===== config.mk =====
export PLATFORM = sky130hd
export DESIGN_NAME = alarm_controller
export DESIGN_NICKNAME = d
export VERILOG_FILES = /design/src/rtl/alarm_pkg.sv /design/src/rtl/alarm_controller_tick_generator.sv /design/src/rtl/alarm_controller.sv
export SDC_FILE = /design/constraint.sdc
export NUM_CORES = 1
export LEC_CHECK = 0
export BUFFER_PORTS_ARGS = -buffer_cell sky130_fd_sc_hd__buf_2
export CAP_MARGIN = 20
export CELL_PAD_IN_SITES_DETAIL_PLACEMENT = 0
export CELL_PAD_IN_SITES_GLOBAL_PLACEMENT = 1
export CORE_MARGIN = 1
export CORE_UTILIZATION = 40
export CTS_CLUSTER_DIAMETER = 50
export CTS_CLUSTER_SIZE = 24
export DETAILED_ROUTE_END_ITERATION = 6
export PLACE_DENSITY_LB_ADDON = 0.2
export SYNTH_ARGS = -nofsm -noshare
export SYNTH_HDL_FRONTEND = slang
export SYNTH_SLANG_ARGS = --single-unit

===== constraint.sdc =====
create_clock -name i_Clk_5MHz -period 2.83 [get_ports i_Clk_5MHz]
set_input_delay 0.7075 -clock i_Clk_5MHz [delete_from_list [all_inputs] [get_ports i_Clk_5MHz]]
set_output_delay 0.7075 -clock i_Clk_5MHz [all_outputs]
set_load 0.02 [all_outputs]

===== src/rtl/alarm_pkg.sv =====
// Shared definitions for the alarm controller: state encoding and helpers.
package alarm_pkg;

  // Encoding is visible on o_State, so the values are fixed.
  typedef enum logic [1:0] {
    IDLE    = 2'd0,
    RINGING = 2'd1,
    SNOOZE  = 2'd2
  } state_t;

  // Larger of two integers, used to size the seconds counter.
  function automatic int max_int(input int a, input int b);
    return (a > b) ? a : b;
  endfunction

endpackage


===== src/rtl/alarm_controller_tick_generator.sv =====
// Prescaler plus seconds counter.
// sec_tick_o pulses for one cycle on the last prescaler count of each second.
// The seconds counter saturates rather than wrapping.
module Tick_Generator #(
  parameter int CLK_HZ      = 5000000,
  parameter int MAX_SECONDS = 600,
  parameter int PRESC_W     = (CLK_HZ > 1) ? $clog2(CLK_HZ) : 1,
  parameter int SEC_W       = $clog2(MAX_SECONDS + 1)
) (
  input  logic               clk,
  input  logic               rst_n,
  input  logic               clear_i,
  input  logic               enable_i,
  output logic               sec_tick_o,
  output logic [PRESC_W-1:0] prescaler_o,
  output logic [PRESC_W-1:0] prescaler_next_o,
  output logic [SEC_W-1:0]   seconds_o
);

  logic [PRESC_W-1:0] presc_q, presc_d;
  logic [SEC_W-1:0]   sec_q, sec_d;

  // Next-count logic: clear has priority, then counting while enabled.
  // NOTE: every variable gets a default at the top of always_comb so no path leaves it unassigned (no latch).
  always_comb begin
    presc_d    = presc_q;
    sec_d      = sec_q;
    sec_tick_o = enable_i && (presc_q == PRESC_W'(CLK_HZ - 1));
    if (clear_i) begin
      presc_d = '0;
      sec_d   = '0;
    end else if (enable_i) begin
      if (sec_tick_o) begin
        presc_d = '0;
        if (sec_q != SEC_W'(MAX_SECONDS)) sec_d = sec_q + 1'b1;
      end else begin
        presc_d = presc_q + 1'b1;
      end
    end
  end

  // Counter registers.
  // NOTE: sequential state uses non-blocking assignments so all flops update together at the edge.
  always_ff @(posedge clk or negedge rst_n) begin
    if (!rst_n) begin
      presc_q <= '0;
      sec_q   <= '0;
    end else begin
      presc_q <= presc_d;
      sec_q   <= sec_d;
    end
  end

  assign prescaler_o      = presc_q;
  assign prescaler_next_o = presc_d;
  assign seconds_o        = sec_q;

endmodule


===== src/rtl/alarm_controller.sv =====
// Alarm controller: rings when the clock's hour/minute/PM match the alarm,
// supports snooze, stop and auto-silence, and drives a gated buzzer tone.
module alarm_controller
  import alarm_pkg::*;
#(
  parameter int CLK_HZ               = 5000000,
  parameter int SNOOZE_SECONDS       = 540,
  parameter int RING_TIMEOUT_SECONDS = 600,
  parameter int TONE_HALF_PERIOD     = 2500
) (
  input  logic        i_Clk_5MHz,
  input  logic        i_Reset,
  input  logic [31:0] i_Clock_Time,
  input  logic        i_Clock_PM,
  input  logic [31:0] i_Alarm_Time,
  input  logic        i_Alarm_PM,
  input  logic        i_Alarm_Enable,
  input  logic        i_Snooze,
  input  logic        i_Stop,
  output logic [1:0]  o_State,
  output logic        o_Ringing,
  output logic        o_Snoozing,
  output logic        o_Buzzer
);

  localparam int MAX_SECONDS = max_int(SNOOZE_SECONDS, RING_TIMEOUT_SECONDS);
  localparam int PRESC_W     = (CLK_HZ > 1) ? $clog2(CLK_HZ) : 1;
  localparam int SEC_W       = $clog2(MAX_SECONDS + 1);
  localparam int TONE_W      = $clog2(TONE_HALF_PERIOD + 1);

  state_t              state_q, state_d;
  logic                match, match_q;
  logic                ringing_q, snoozing_q, buzzer_q, buzzer_d;
  logic                tone_q, tone_d;
  logic [TONE_W-1:0]   tone_cnt_q, tone_cnt_d;
  logic                tick_clear, tick_enable, sec_tick;
  logic [PRESC_W-1:0]  prescaler, prescaler_next;
  logic [SEC_W-1:0]    seconds;
  logic                ring_timeout, snooze_expire;

  // Only hours, minutes and PM take part in the match.
  assign match = ({i_Clock_Time[31:16], i_Clock_PM} == {i_Alarm_Time[31:16], i_Alarm_PM});

  // Last second of each phase ends on its final sec_tick.
  assign ring_timeout  = sec_tick && (seconds == SEC_W'(RING_TIMEOUT_SECONDS - 1));
  assign snooze_expire = sec_tick && (seconds == SEC_W'(SNOOZE_SECONDS - 1));

  // Timing restarts on every entry into RINGING or SNOOZE.
  assign tick_clear  = (state_d != state_q) && (state_d != IDLE);
  assign tick_enable = (state_q != IDLE);

  Tick_Generator #(
    .CLK_HZ     (CLK_HZ),
    .MAX_SECONDS(MAX_SECONDS),
    .PRESC_W    (PRESC_W),
    .SEC_W      (SEC_W)
  ) u_tick (
    .clk             (i_Clk_5MHz),
    .rst_n           (i_Reset),
    .clear_i         (tick_clear),
    .enable_i        (tick_enable),
    .sec_tick_o      (sec_tick),
    .prescaler_o     (prescaler),
    .prescaler_next_o(prescaler_next),
    .seconds_o       (seconds)
  );

  // Next-state logic; stop beats snooze, and edge-detected match arms a ring.
  always_comb begin
    state_d = state_q;
    unique case (state_q)
      IDLE: begin
        if (match && !match_q && i_Alarm_Enable) state_d = RINGING;
      end
      RINGING: begin
        if (i_Stop)               state_d = IDLE;
        else if (i_Snooze)        state_d = SNOOZE;
        else if (!i_Alarm_Enable) state_d = IDLE;
        else if (ring_timeout)    state_d = IDLE;
      end
      SNOOZE: begin
        if (i_Stop || !i_Alarm_Enable) state_d = IDLE;
        else if (snooze_expire)        state_d = RINGING;
      end
      default: state_d = IDLE;
    endcase
  end

  // Tone generator runs only while staying in RINGING; restarts low on entry.
  always_comb begin
    tone_cnt_d = '0;
    tone_d     = 1'b0;
    if (state_q == RINGING && state_d == RINGING) begin
      if (tone_cnt_q == TONE_W'(TONE_HALF_PERIOD - 1)) begin
        tone_d = ~tone_q;
      end else begin
        tone_cnt_d = tone_cnt_q + 1'b1;
        tone_d     = tone_q;
      end
    end
    // Computed from next-cycle values so the buzzer lines up with the prescaler it shows.
    buzzer_d = (state_d == RINGING) && tone_d && (prescaler_next < PRESC_W'(CLK_HZ / 2));
  end

  // State, match history and registered outputs.
  always_ff @(posedge i_Clk_5MHz or negedge i_Reset) begin
    if (!i_Reset) begin
      state_q    <= IDLE;
      // Treat power-up as "already matching" so equal times at reset do not ring.
      match_q    <= 1'b1;
      tone_q     <= 1'b0;
      tone_cnt_q <= '0;
      ringing_q  <= 1'b0;
      snoozing_q <= 1'b0;
      buzzer_q   <= 1'b0;
    end else begin
      state_q    <= state_d;
      match_q    <= match;
      tone_q     <= tone_d;
      tone_cnt_q <= tone_cnt_d;
      ringing_q  <= (state_d == RINGING);
      snoozing_q <= (state_d == SNOOZE);
      buzzer_q   <= buzzer_d;
    end
  end

  assign o_State    = state_q;
  assign o_Ringing  = ringing_q;
  assign o_Snoozing = snoozing_q;
  assign o_Buzzer   = buzzer_q;

endmodule


### Word level (Yosys, flattened, before mapping)

Cells that the tools add are included.

| word-level totals | value |
|---|---|
| bits in registers | 52 |
| bits in latches | 0 |
| RAM bits | 0 |
| ROM bits | 0 |
| input port bits | 71 |
| logic and storage cells | 63 |
| memories kept | 0 |

| cells by class | value |
|---|---|
| add/sub/neg operators | 3 |
| multiply operators | 0 |
| div/mod/pow operators | 0 |
| magnitude comparators | 1 |
| equality and inequality tests | 11 |
| shifts and indexed selects | 0 |
| muxes and demuxes | 19 |
| bitwise operators | 1 |
| reductions and logical operators | 19 |

Operators with widths:

| kind | count |
|---|---|
| 2-to-1 mux 23 bit | 3 |
| 2-to-1 mux 10 bit | 4 |
| 2-to-1 mux 12 bit | 2 |
| adder 23 x 1 -> 23 bit, second input constant | 1 |
| equality test 23 bit, second input constant | 1 |
| < comparator 23 x 22 -> 1 bit, second input constant | 1 |
| equality test 10 bit, second input constant | 2 |
| equality test 17 bit | 1 |
| 2-to-1 mux 2 bit | 7 |
| adder 12 x 1 -> 12 bit, second input constant | 1 |
| equality test 12 bit, second input constant | 1 |
| adder 10 x 1 -> 10 bit, second input constant | 1 |
| != test 10 bit, second input constant | 1 |
| nonzero test 2 bit | 5 |
| logical AND 1 bit | 9 |
| one-hot mux 2 bit (3 select lines) | 1 |
| equality test 2 x 1 -> 1 bit, second input constant | 2 |
| equality test 2 bit, second input constant | 2 |
| AND reduction 3 bit | 1 |
| zero test 1 bit | 2 |
| zero test 2 bit | 1 |
| 2-to-1 mux 1 bit | 2 |
| != test 2 bit | 1 |
| logical OR 1 bit | 1 |
| NOT 1 bit | 1 |

### Logic depth before layout (Yosys ltp)

Gate-level depths: netlist of the first run.

| depth | value |
|---|---|
| word-level depth | 13 |
| gate-level depth with buffers | 10 |
| depth with buffers taken out | 8 |

### By module

A second synthesis of the first run with hierarchy kept.

| second synthesis, totals | value |
|---|---|
| cell total of the unflattened synthesis | 320 |
| area total of the unflattened synthesis | 3,019.1 µm² |

By module, submodules not included:

| module | instances | cells an instance | area each (µm²) | sequential area each (µm²) |
|---|---|---|---|---|
| Tick_Generator | 1 | 199 | 1,854.3 | 825.8 |
| alarm_controller | 1 | 121 | 1,164.9 | 476.7 |

### Worst setup path after synthesis of the first run

No wires, ideal clock.

| timing path | value |
|---|---|
| kind | input port to flip-flop |
| start point | input i_Alarm_Time[29] |
| end point | register u_tick.presc_q[2] (netlist: u_tick.prescaler_o[2]) |
| arrival time | 2.500 ns |
| required time | 2.709 ns |
| setup slack | 0.209 ns |
| stages on the path | 9 |
| cell sequence | xor2_1 > nor4_1 > nand4_1 > nor3_1 > or2_2 > clkbuf_1 > buf_2 > o31ai_1 > a22o_1 |

| on the way | value |
|---|---|
| word-level cells in the longest chain between the ends | 8 |
| elaborated cells on any way between the ends | 9 |
| classes of those cells | eq/ne (2); mux (3); reduce/logical (4) |

RTL lines:

| element | line | RTL |
|---|---|---|
| start, declared | alarm_controller.sv:15 | `input logic [31:0] i_Alarm_Time,` |
| equality test 17 bit (*) | alarm_controller.sv:42 | `assign match = ({i_Clock_Time[31:16], i_Clock_PM} == {i_Alarm_Time[31:16], i_Alarm_PM});` |
| logical AND 1 bit (*) (2 in a row) | alarm_controller.sv:73 | `if (match && !match_q && i_Alarm_Enable) state_d = RINGING;` |
| 2-to-1 mux 2 bit (*) | alarm_controller.sv:73 |  |
| one-hot mux 2 bit (3 select lines) (*) | alarm_controller.sv:71 | `unique case (state_q)` |
| != test 2 bit / nonzero test 2 bit (equally long branches) | alarm_controller.sv:49 | `assign tick_clear = (state_d != state_q) && (state_d != IDLE);` |
| logical AND 1 bit (*) | alarm_controller.sv:49 |  |
| 2-to-1 mux 23 bit (*) | alarm_controller_tick_generator.sv:29 | `if (clear_i) begin` |
| end signal, assigned | alarm_controller_tick_generator.sv:49 | `presc_q <= presc_d;` |
| end, declared | alarm_controller_tick_generator.sv:20 | `logic [PRESC_W-1:0] presc_q, presc_d;` |

Every way passes the cells marked *; elsewhere a longest branch is shown, timed or not.
A chain may end at the register's enable or synchronous reset.

### Final worst setup path of the first run

| timing path | value |
|---|---|
| start point | register u_tick.presc_q[8] (netlist: u_tick.prescaler_o[8]) |
| end point | register buzzer_q (netlist: o_Buzzer) |

| on the way | value |
|---|---|
| word-level cells in the longest chain between the ends | 13 |
| elaborated cells on any way between the ends | 24 |
| classes of those cells | add/sub (1); order compare (1); eq/ne (3); mux (11); reduce/logical (8) |

RTL lines:

| element | line | RTL |
|---|---|---|
| equality test 23 bit | alarm_controller_tick_generator.sv:28 | `sec_tick_o = enable_i && (presc_q == PRESC_W'(CLK_HZ - 1));` |
| logical AND 1 bit | alarm_controller_tick_generator.sv:28 |  |
| logical AND 1 bit | alarm_controller.sv:45 | `assign ring_timeout = sec_tick && (seconds == SEC_W'(RING_TIMEOUT_SECONDS - 1));` |
| 2-to-1 mux 2 bit | alarm_controller.sv:79 | `else if (ring_timeout) state_d = IDLE;` |
| 2-to-1 mux 2 bit | alarm_controller.sv:78 | `else if (!i_Alarm_Enable) state_d = IDLE;` |
| 2-to-1 mux 2 bit | alarm_controller.sv:77 | `else if (i_Snooze) state_d = SNOOZE;` |
| 2-to-1 mux 2 bit | alarm_controller.sv:76 | `if (i_Stop) state_d = IDLE;` |
| one-hot mux 2 bit (3 select lines) | alarm_controller.sv:71 |  |
| != test 2 bit (tied with other cells) | alarm_controller.sv:49 |  |
| logical AND 1 bit, on equally long branches | alarm_controller.sv:49, alarm_controller.sv:93 |  |
| 2-to-1 mux 23 bit / 2-to-1 mux 1 bit (equally long branches) | alarm_controller_tick_generator.sv:29, alarm_controller.sv:93 |  |
| < comparator 23 x 22 -> 1 bit / logical AND 1 bit (equally long branches) | alarm_controller.sv:102 | `buzzer_d = (state_d == RINGING) && tone_d && (prescaler_next < PRESC_W'(CLK_HZ / 2));` |
| logical AND 1 bit (*) | alarm_controller.sv:102 |  |
| net buzzer_d | alarm_controller.sv:33 | `logic ringing_q, snoozing_q, buzzer_q, buzzer_d;` |
| end signal, assigned | alarm_controller.sv:123 | `buzzer_q <= buzzer_d;` |
| end, declared | alarm_controller.sv:33 |  |

Mark *: on every way through the listed nets, which the timed path passes. The rest lies on a longest branch.

==> results.ini, run 1 <==
[timing]
relSlewSlack_pct=55.1
fin_crit_sh_pct=90.9
rsz0062_at_grt=no
maxSlewViolCount=0
finalSetupViolCount=0
fin_tns_setup_ns=0
fin_skew_ns=0.0114
hold_violations=0
fin_crit_ns=2.57
max_slew.worst_pin.slew_ns=0.674
clock.fmax_mhz=389

[finish]
layout_commonest_cell=nor2_1
antenna_cells=0
fillers=763
finalNetCount=477
layout-drive-gt1-share_pct=21.1
multi_input_area_sq_um=1770
seq_area_sq_um=1300
syn_to_final_growth_pct=16.0
finalNonFillerCells=505
final_cell_mix=nor2_1, dfrtp_1, buf_2

[synthesis]
syn_nets=424
ys_ff_latch=52
yosysWarnings=0
synth_cell_types=55
syn_inst=349
syn-cell-area_sq_um=3180
synth_top_flop_cell=dfrtp_1
synth_area_per_cell_sq_um=9.10
synth_seq_area_share_pct=41.0
async_flop_share_pct=100
synth_edf_count=0

[min_path]
hold_path.class=flop to flop
min_to=tone_cnt_q[0]
hold_path_depth=1
hp-start=tone_cnt_q[0]

[drt]
drt-initial-drc-count=100
num_vias=2564
detail_route.wl_per_cell_um=13.1
drc=0
drt_first_pass_iters=4
ant_nets=0
wl_um=6610
drt-vias-per-instance=5.08

[cts]
post_cts_resized=0
clockRootBuffer=clkbuf_8
cts_buffer_depth=2
post_cts_buffers=0
cts_made_buffers=5
cts_tree=yes
cts.sinks=52
cts.reportedPaths.clkPinSlew_ns=0.10
worstSkewPairLatency_ns=0.31
cts_max_level=2
ctsHoldBuffers=0

[setup_path]
rrSetupSlack_ns=0.26
cp.required_ns=3.02
cp_data_arrival_time_ns=2.77
start_kind=flop
reg2reg_from=u_tick.prescaler_o[8]
rr_endpoint=o_Buzzer
crit_fanout=7
cp-end-kind=flop
path_class=flop to flop
rr_worst_depth=7

[global_routing]
antenna_found_initial=0
grt_usage_pct=17.7
gr-total-overflow=0
grt_pass1_vias=2506
grt_pass1_wl_um=11800
grt_max_degree=53

[power]
irDropWorstVdd_v=0.000178
power_density_nw_per_um2=378
power_leakage_uw=0.00162

[flow_run]
maxCapViolations=0

[place]
dpl.hpwl_um=5000
place.gp.congestion=0.805
portBuffers=43
dp.cells=497

[floorplanning]
die_y_um=91.1
fp.dieArea_sq_um=8300
start_util_pct=41.3
coreArea_sq_um=7690
die_w_um=91.1
ios=76
rows=32

[status]
status=completed

cell type report:
class,instances,share of cell area (%)
inverters,12,1.22
clock inverters,3,0.612
well taps,102,3.47
flip-flops and latches,52,35.4
clock buffers,5,1.87
repair buffers,61,9.51
multi-input cells,270,47.9
stage by stage:
stage	setup slack (ns)	area [sq um]	hold WS, ns	total power [uW]	util, %
3_5_place_dp	0.0441	3580	0.479	972	46.6
2_1_floorplan	0.209	3180	0.412	902	-
4_1_cts	0.0236	3670	0.494	1420	47.8
6_report	0.257	3680	0.493	1390	47.9
3_3_place_gp	0.0522	3580	0.479	968	46.6
5_1_grt	0.0306	3680	0.519	1470	47.9
report_power, final:
part           switching [uW]  internal, uW  total [uW]
Clock                     259           178         436
Combinational            78.0          77.1         155
Sequential               34.2           766         800
sequential cells by signal, indices dropped and copies added, names as in the netlist:
| name | count |
|---|---|
| u_tick.prescaler_o | 23 |
| tone_cnt_q | 12 |
| u_tick.seconds_o | 10 |
| o_State | 2 |
| match_q | 1 |
| o_Buzzer | 1 |
| o_Ringing | 1 |
| o_Snoozing | 1 |
| tone_q | 1 |
per-layer routing:
layer  global-route usage [%]  routed length, um
met1                     23.8               3260
met2                     29.9               3120
met3                     2.35                196
met4                     4.76                 39
met5                        0                  0
Yosys cell counts (5+ instances only):
cell	instances	area share [%]
buf_2	8	1.3
clkbuf_1	6	0.71
dfrtp_1	51	40
inv_1	12	1.4
nand2_1	26	3.1
nand3_1	17	2.7
nand4_1	10	2.0
nor2_1	59	7.0
nor3_1	14	2.2
nor4_1	10	2.0
o31ai_1	5	1.2
xnor2_1	23	6.3
xor2_1	35	9.7
cell families after synthesis:
family / Yosys count / share of synthesized area, %
and+or+nand+nor: 175 / 29.6
xor gates and xnor gates: 58 / 16.0
DFF: 52 / 41.0
AOI/OAI and AO/OA: 31 / 7.41
buffers and inverters: 27 / 3.74
adders and majority gates: 4 / 1.58
muxes: 2 / 0.670
how the worst max path moves through the flow:
stage / from / slack, ns / cells past startpoint / end
final: u_tick.prescaler_o[8] / 0.26 / 7 / o_Buzzer
after detailed placement: u_tick.prescaler_o[0] / 0.04 / 8 / o_Buzzer
after CTS: u_tick.prescaler_o[0] / 0.02 / 8 / o_Buzzer
after global placement: u_tick.prescaler_o[0] / 0.05 / 8 / o_Buzzer
after global routing: u_tick.prescaler_o[0] / 0.03 / 8 / o_Buzzer
after floorplan: i_Alarm_Time[29] / 0.21 / 9 / u_tick.prescaler_o[2]
worst max-delay path, stage by stage, from the launching register on:
cell and delay [ns]:
dfrtp_1 0.47, nand3_2 0.14, or4_4 0.60, nor3_4 0.28, nor3b_4 0.30, nor3_2 0.07, or4_1 0.47, o2111a_1 0.14
Note: power is estimated with default switching activity, not from simulation.
==> run 2, diff against run 1 <==
CTS_CLUSTER_SIZE = not set   (was 24)
clock period = 2.7 ns   (was 2.83 ns; I/O delays follow)
==> results.ini, run 2 (synthesis gave the netlist of run 1 again) <==
[cts]
post_cts_buffers=0  ; unchanged
worstSkewPairLatency_ns=0.31  ; about the same
cts_made_buffers=5  ; unchanged
clockRootBuffer=clkbuf_8
ctsHoldBuffers=0  ; unchanged
cts_max_level=2  ; unchanged
post_cts_resized=0  ; unchanged
cts.reportedPaths.clkPinSlew_ns=0.10  ; about the same
cts.sinks=52  ; unchanged
cts_tree=yes
cts_buffer_depth=2  ; unchanged

[setup_path]
crit_fanout=10  ; +3
cp_data_arrival_time_ns=2.73  ; -0.04 ns
path_cells=ha_1 -> nand3_1 -> or2_2 -> nor3_4 -> nand2b_1 -> or2_2 -> or4_1 -> o2111a_1
path_common_cell=or2_2
cp-end-kind=flop
path_class=flop to flop
reg2reg_from=u_tick.prescaler_o[0]
worst_path_largest_cell_delay_ns=0.55  ; -0.05 ns
cp.required_ns=2.90  ; -0.12 ns
crit_start=u_tick.prescaler_o[0]
start_kind=flop
cp_slowest_cell=or4_1

[timing]
fin_ws_ns=0.170  ; -0.0873 ns
maxSlewViolCount=0  ; unchanged
clock.fmax_mhz=395  ; +1.7%
fin_tns_setup_ns=0  ; unchanged
fin_crit_sh_pct=93.7  ; +2.8 points
finalSetupViolCount=0  ; unchanged
fin_crit_ns=2.53  ; -0.0427 ns
max_slew.worst_pin.slew_ns=0.618  ; -0.0562 ns
relSlewSlack_pct=58.8  ; +3.7 points
hold_violations=0  ; unchanged
fin_skew_ns=0.00556  ; -0.00588 ns
rsz0062_at_grt=no

[global_routing]
grt_pass1_vias=2552  ; +1.8%
gr-total-overflow=0  ; unchanged
antenna_found_initial=0  ; unchanged
grt_pass1_wl_um=11800  ; -0.47%
grt_max_degree=30  ; -43%
grt_usage_pct=17.5  ; -0.17 points

[drt]
detail_route.wl_per_cell_um=13.1  ; -0.17%
drt-vias-per-instance=5.17  ; +1.9%
num_vias=2639  ; +2.9%
drt-initial-drc-count=112  ; +12%
drc=0  ; unchanged
wl_um=6670  ; +0.82%
ant_nets=0  ; unchanged
drt_first_pass_iters=4  ; unchanged

[place]
place.gp.congestion=0.834  ; +3.7%
pre_cts_ws_ns=0.0505  ; +0.00637 ns
portBuffers=43  ; unchanged
dpl.hpwl_um=5140  ; +2.7%

[finish]
finalNetCount=482  ; +1.0%
largest_reg_flops=23  ; unchanged
antenna_cells=0  ; unchanged
layout-drive-gt1-share_pct=22.1  ; +0.97 points
layout_commonest_cell=nor2_1
syn_to_final_growth_pct=18.0
final_cell_mix=nor2_1, dfrtp_1, buf_2

[flow_run]
maxCapViolations=0  ; unchanged

[power]
power_density_nw_per_um2=396  ; +4.9%
total_power_uw=1490  ; +6.8%
power_leakage_uw=0.00165  ; +1.9%
irDropWorstVdd_v=0.000253  ; +42%

[floorplanning]
rows=32  ; unchanged
die_w_um=91.1  ; unchanged
start_util_pct=41.3  ; unchanged
coreArea_sq_um=7690  ; unchanged
fp.dieArea_sq_um=8300  ; unchanged
die_y_um=91.1  ; unchanged
ios=76  ; unchanged

[min_path]
hold_path.class=primary input to async pin

[status]
status=completed

## run 2: stage by stage
| step | instances | utilization [%] | area [sq um] | hold slack (ns) |
|---|---|---|---|---|
| finish | 510 | 48.7 | 3750 | 0.370 |
| global route | 510 | 48.7 | 3750 | 0.405 |
| CTS | 510 | 48.6 | 3740 | 0.378 |
| detailed placement | 502 | 47.4 | 3640 | 0.476 |
| global placement | 502 | 47.4 | 3640 | 0.480 |
| floorplan | 349 | - | 3180 | 0.379 |
## run 2: final timing paths
kind / endpoint / cells past startpoint / slack, ns
worst max-delay path: o_Buzzer / 8 / 0.17
worst min register to register: tone_cnt_q[0] / 1 / 0.49
worst max register to register: o_Buzzer / 8 / 0.17
worst min-delay path: u_tick.prescaler_o[20] / 1 / 0.37
max in group asynchronous: o_Snoozing / 2 / 1.77
min in group i_Clk_5MHz: tone_cnt_q[0] / 1 / 0.49
## run 2: worst max-delay path, delay by kind of cell, from the launching register on
family	cells	cell delay, ns
AOI/OAI and AO/OA	1	0.14
adders and majority gates	1	0.23
DFF	1	0.41
and+or+nand+nor	6	1.66
## run 2: power by group
part	leakage [uW]	switching (uW)	internal, uW
logic	0.000990	86.5	85.5
registers	0.000616	32.4	803
clock network	0.0000452	289	190
total	0.00165	408	1080
## run 2: routing by layer
metal  vias to the layer above  GRT usage, %  share of wire, %
li1                       1320             -                 -
met1                      1256          23.7                49
met2                        56          29.3                46
met3                         7          2.76               3.3
met4                         0          4.37               1.3
met5                         -             0                 0
## run 2: final cells by class
| cell class | instances | area [sq um] |
|---|---|---|
| clock buffer | 5 | 68.8 |
| clock inverter | 3 | 25.0 |
| fill | 766 | 3940 |
| inverter | 12 | 45.0 |
| multi-input combinational | 270 | 1770 |
| sequential | 52 | 1300 |
| tap | 102 | 128 |
| timing repair buffer | 66 | 413 |
==> run 3, diff against run 2 <==
CORE_UTILIZATION = 35   (was 40)
==> results.ini, run 3 (synthesis gave the netlist of run 1 again) <==
[global_routing]
antenna_found_initial=0  ; unchanged
gr-total-overflow=0  ; unchanged
grt_max_degree=53  ; +77%
grt_pass1_wl_um=12100  ; +3.1%
grt_usage_pct=15.6  ; -1.9 points
grt_pass1_vias=2558  ; +0.24%

[drt]
dr_wl_met2_um=3110  ; +0.65%
met3_length_um=287  ; +30%
detail_route.wl_per_cell_um=13.3  ; +2.1%
drt_first_pass_iters=4  ; unchanged
ant_nets=0  ; unchanged
wl_um=6860  ; +2.9%
drt-vias-per-instance=5.07  ; -2.1%
num_vias=2605  ; -1.3%
drc=0  ; unchanged
highest_layer=met4
drt-initial-drc-count=99  ; -12%
m1WireLength_um=3390  ; +3.5%

[timing]
rsz0062_at_grt=no
maxSlewViolCount=0  ; unchanged
fin_crit_ns=2.50  ; -0.0278 ns
clock.fmax_mhz=400  ; +1.1%
finalSetupViolCount=0  ; unchanged
max_slew.worst_pin.slew_ns=0.668  ; +0.0500 ns
fin_skew_ns=0.00574  ; +0.000179 ns
hold_violations=0  ; unchanged
fin_hold_ws_ns=0.485  ; +0.115 ns
relSlewSlack_pct=55.5  ; -3.3 points
fin_crit_sh_pct=92.7  ; -1.0 points
fin_tns_setup_ns=0  ; unchanged

[status]
status=completed

[setup_path]
cp_data_arrival_time_ns=2.70  ; -0.03 ns
path_cells=o211ai_1 -> or2_2 -> nor3_4 -> nand2b_1 -> or2_2 -> or4_1 -> o2111a_1
path_common_cell=or2_2
path_class=flop to flop
cp_slowest_cell=or4_1
path_buf_inv=0  ; unchanged
crit_fanout=10  ; unchanged
cp.required_ns=2.90  ; about the same
cp-end-kind=flop
critical_path.top_delay_family=simple AND/OR/NAND/NOR gates
start_kind=flop
worst_path_largest_cell_delay_ns=0.55  ; about the same

[finish]
final_cell_mix=nor2_1, dfrtp_1, buf_2
multi_input_area_sq_um=1770  ; +0.50%
utilization_pct=42.5  ; -6.3 points
fillers=880  ; +15%
syn_to_final_growth_pct=17.2
layout-drive-gt1-share_pct=22.2  ; +0.11 points
layout_commonest_cell=nor2_1
seq_area_sq_um=1300  ; unchanged
antenna_cells=0  ; unchanged
finalNetCount=480  ; -0.41%
largest_reg_flops=23  ; unchanged

[cts]
cts_max_level=2  ; unchanged
cts_buffer_depth=2  ; unchanged
cts_made_buffers=5  ; unchanged
cts.sinks=52  ; unchanged
cts.reportedPaths.clkPinSlew_ns=0.10  ; about the same
clockRootBuffer=clkbuf_8
cts_tree=yes
worstSkewPairLatency_ns=0.31  ; about the same

[floorplanning]
fp.dieArea_sq_um=9460  ; +14%
die_w_um=97.3  ; +6.8%
rows=34  ; +6.3%
die_y_um=97.3  ; +6.8%
ios=76  ; unchanged
start_util_pct=36.2  ; -5.1 points
coreArea_sq_um=8760  ; +14%

[power]
irDropWorstVdd_v=0.000235  ; -7.1%
power_density_nw_per_um2=393  ; -0.82%
combPwrFrac_pct=11.2  ; -0.4 points
intPower_uw=1070  ; -0.65%
p_sw_share_pct=26.8  ; -0.64 points
total_power_uw=1460  ; -1.5%
seqPwrFrac_pct=57.5  ; +1.3 points
clkPwrFrac_pct=31.3  ; -0.9 points
p_switching_uw=392  ; -3.8%
power_leakage_uw=0.00164  ; -0.84%

[place]
portBuffers=43  ; unchanged
place.gp.congestion=0.745  ; -11%
dpl.hpwl_um=5090  ; -0.85%

[min_path]
hold_path.class=primary input to async pin

[flow_run]
maxCapViolations=0  ; unchanged

==> run 3: cell type report <==
type                    instances  share of cell area, %
inverters                      12                   1.21
multi-input cells             270                   47.7
repair buffers                 64                   10.0
clock buffers                   5                   1.85
well taps                     108                   3.63
clock inverters                 3                  0.605
flip-flops and latches         52                   35.0
==> run 3: per-layer routing <==
layer / track usage, % / vias up
li1: - / 1321
met1: 21.8 / 1212
met2: 24.5 / 66
met3: 2.88 / 6
met4: 4.52 / 0
met5: 0 / -
==> run 3: timing repair <==
item,CTS,global route
setup buffers,0,0
hold buffers,0,0
resized for setup,0,4
endpoints found under the setup margin,0,11
==> run 3: final timing paths <==
kind                                          endpoint  slack, ns  depth (start not counted)     startpoint
worst min-delay path            u_tick.prescaler_o[15]       0.48                          2        i_Reset
max in group asynchronous          u_tick.seconds_o[3]       1.78                          2        i_Reset
worst max-delay path                          o_Buzzer       0.20                          7     o_State[0]
worst max register to register                o_Buzzer       0.20                          7     o_State[0]
min in group i_Clk_5MHz                  tone_cnt_q[0]       0.50                          1  tone_cnt_q[0]
worst min register to register           tone_cnt_q[0]       0.50                          1  tone_cnt_q[0]
==> run 3: power by group through the flow <==
stage | logic, uW | clock network [uW] | registers, uW
2_1_floorplan | 107 | 0 | 838
3_3_place_gp | 161 | 0 | 856
3_5_place_dp | 164 | 0 | 856
4_1_cts | 165 | 482 | 841
5_1_grt | 187 | 514 | 846
6_report | 163 | 459 | 841
==> run 3: metrics by stage <==
| stage | std cells | cell area (sq um) | setup slack (ns) |
|---|---|---|---|
| after global placement | 506 | 3610 | 0.0981 |
| after floorplan | 349 | 3180 | 0.111 |
| after detailed placement | 506 | 3610 | 0.118 |
| final | 514 | 3720 | 0.198 |
| after CTS | 514 | 3700 | 0.191 |
| after global routing | 514 | 3720 | 0.0128 |
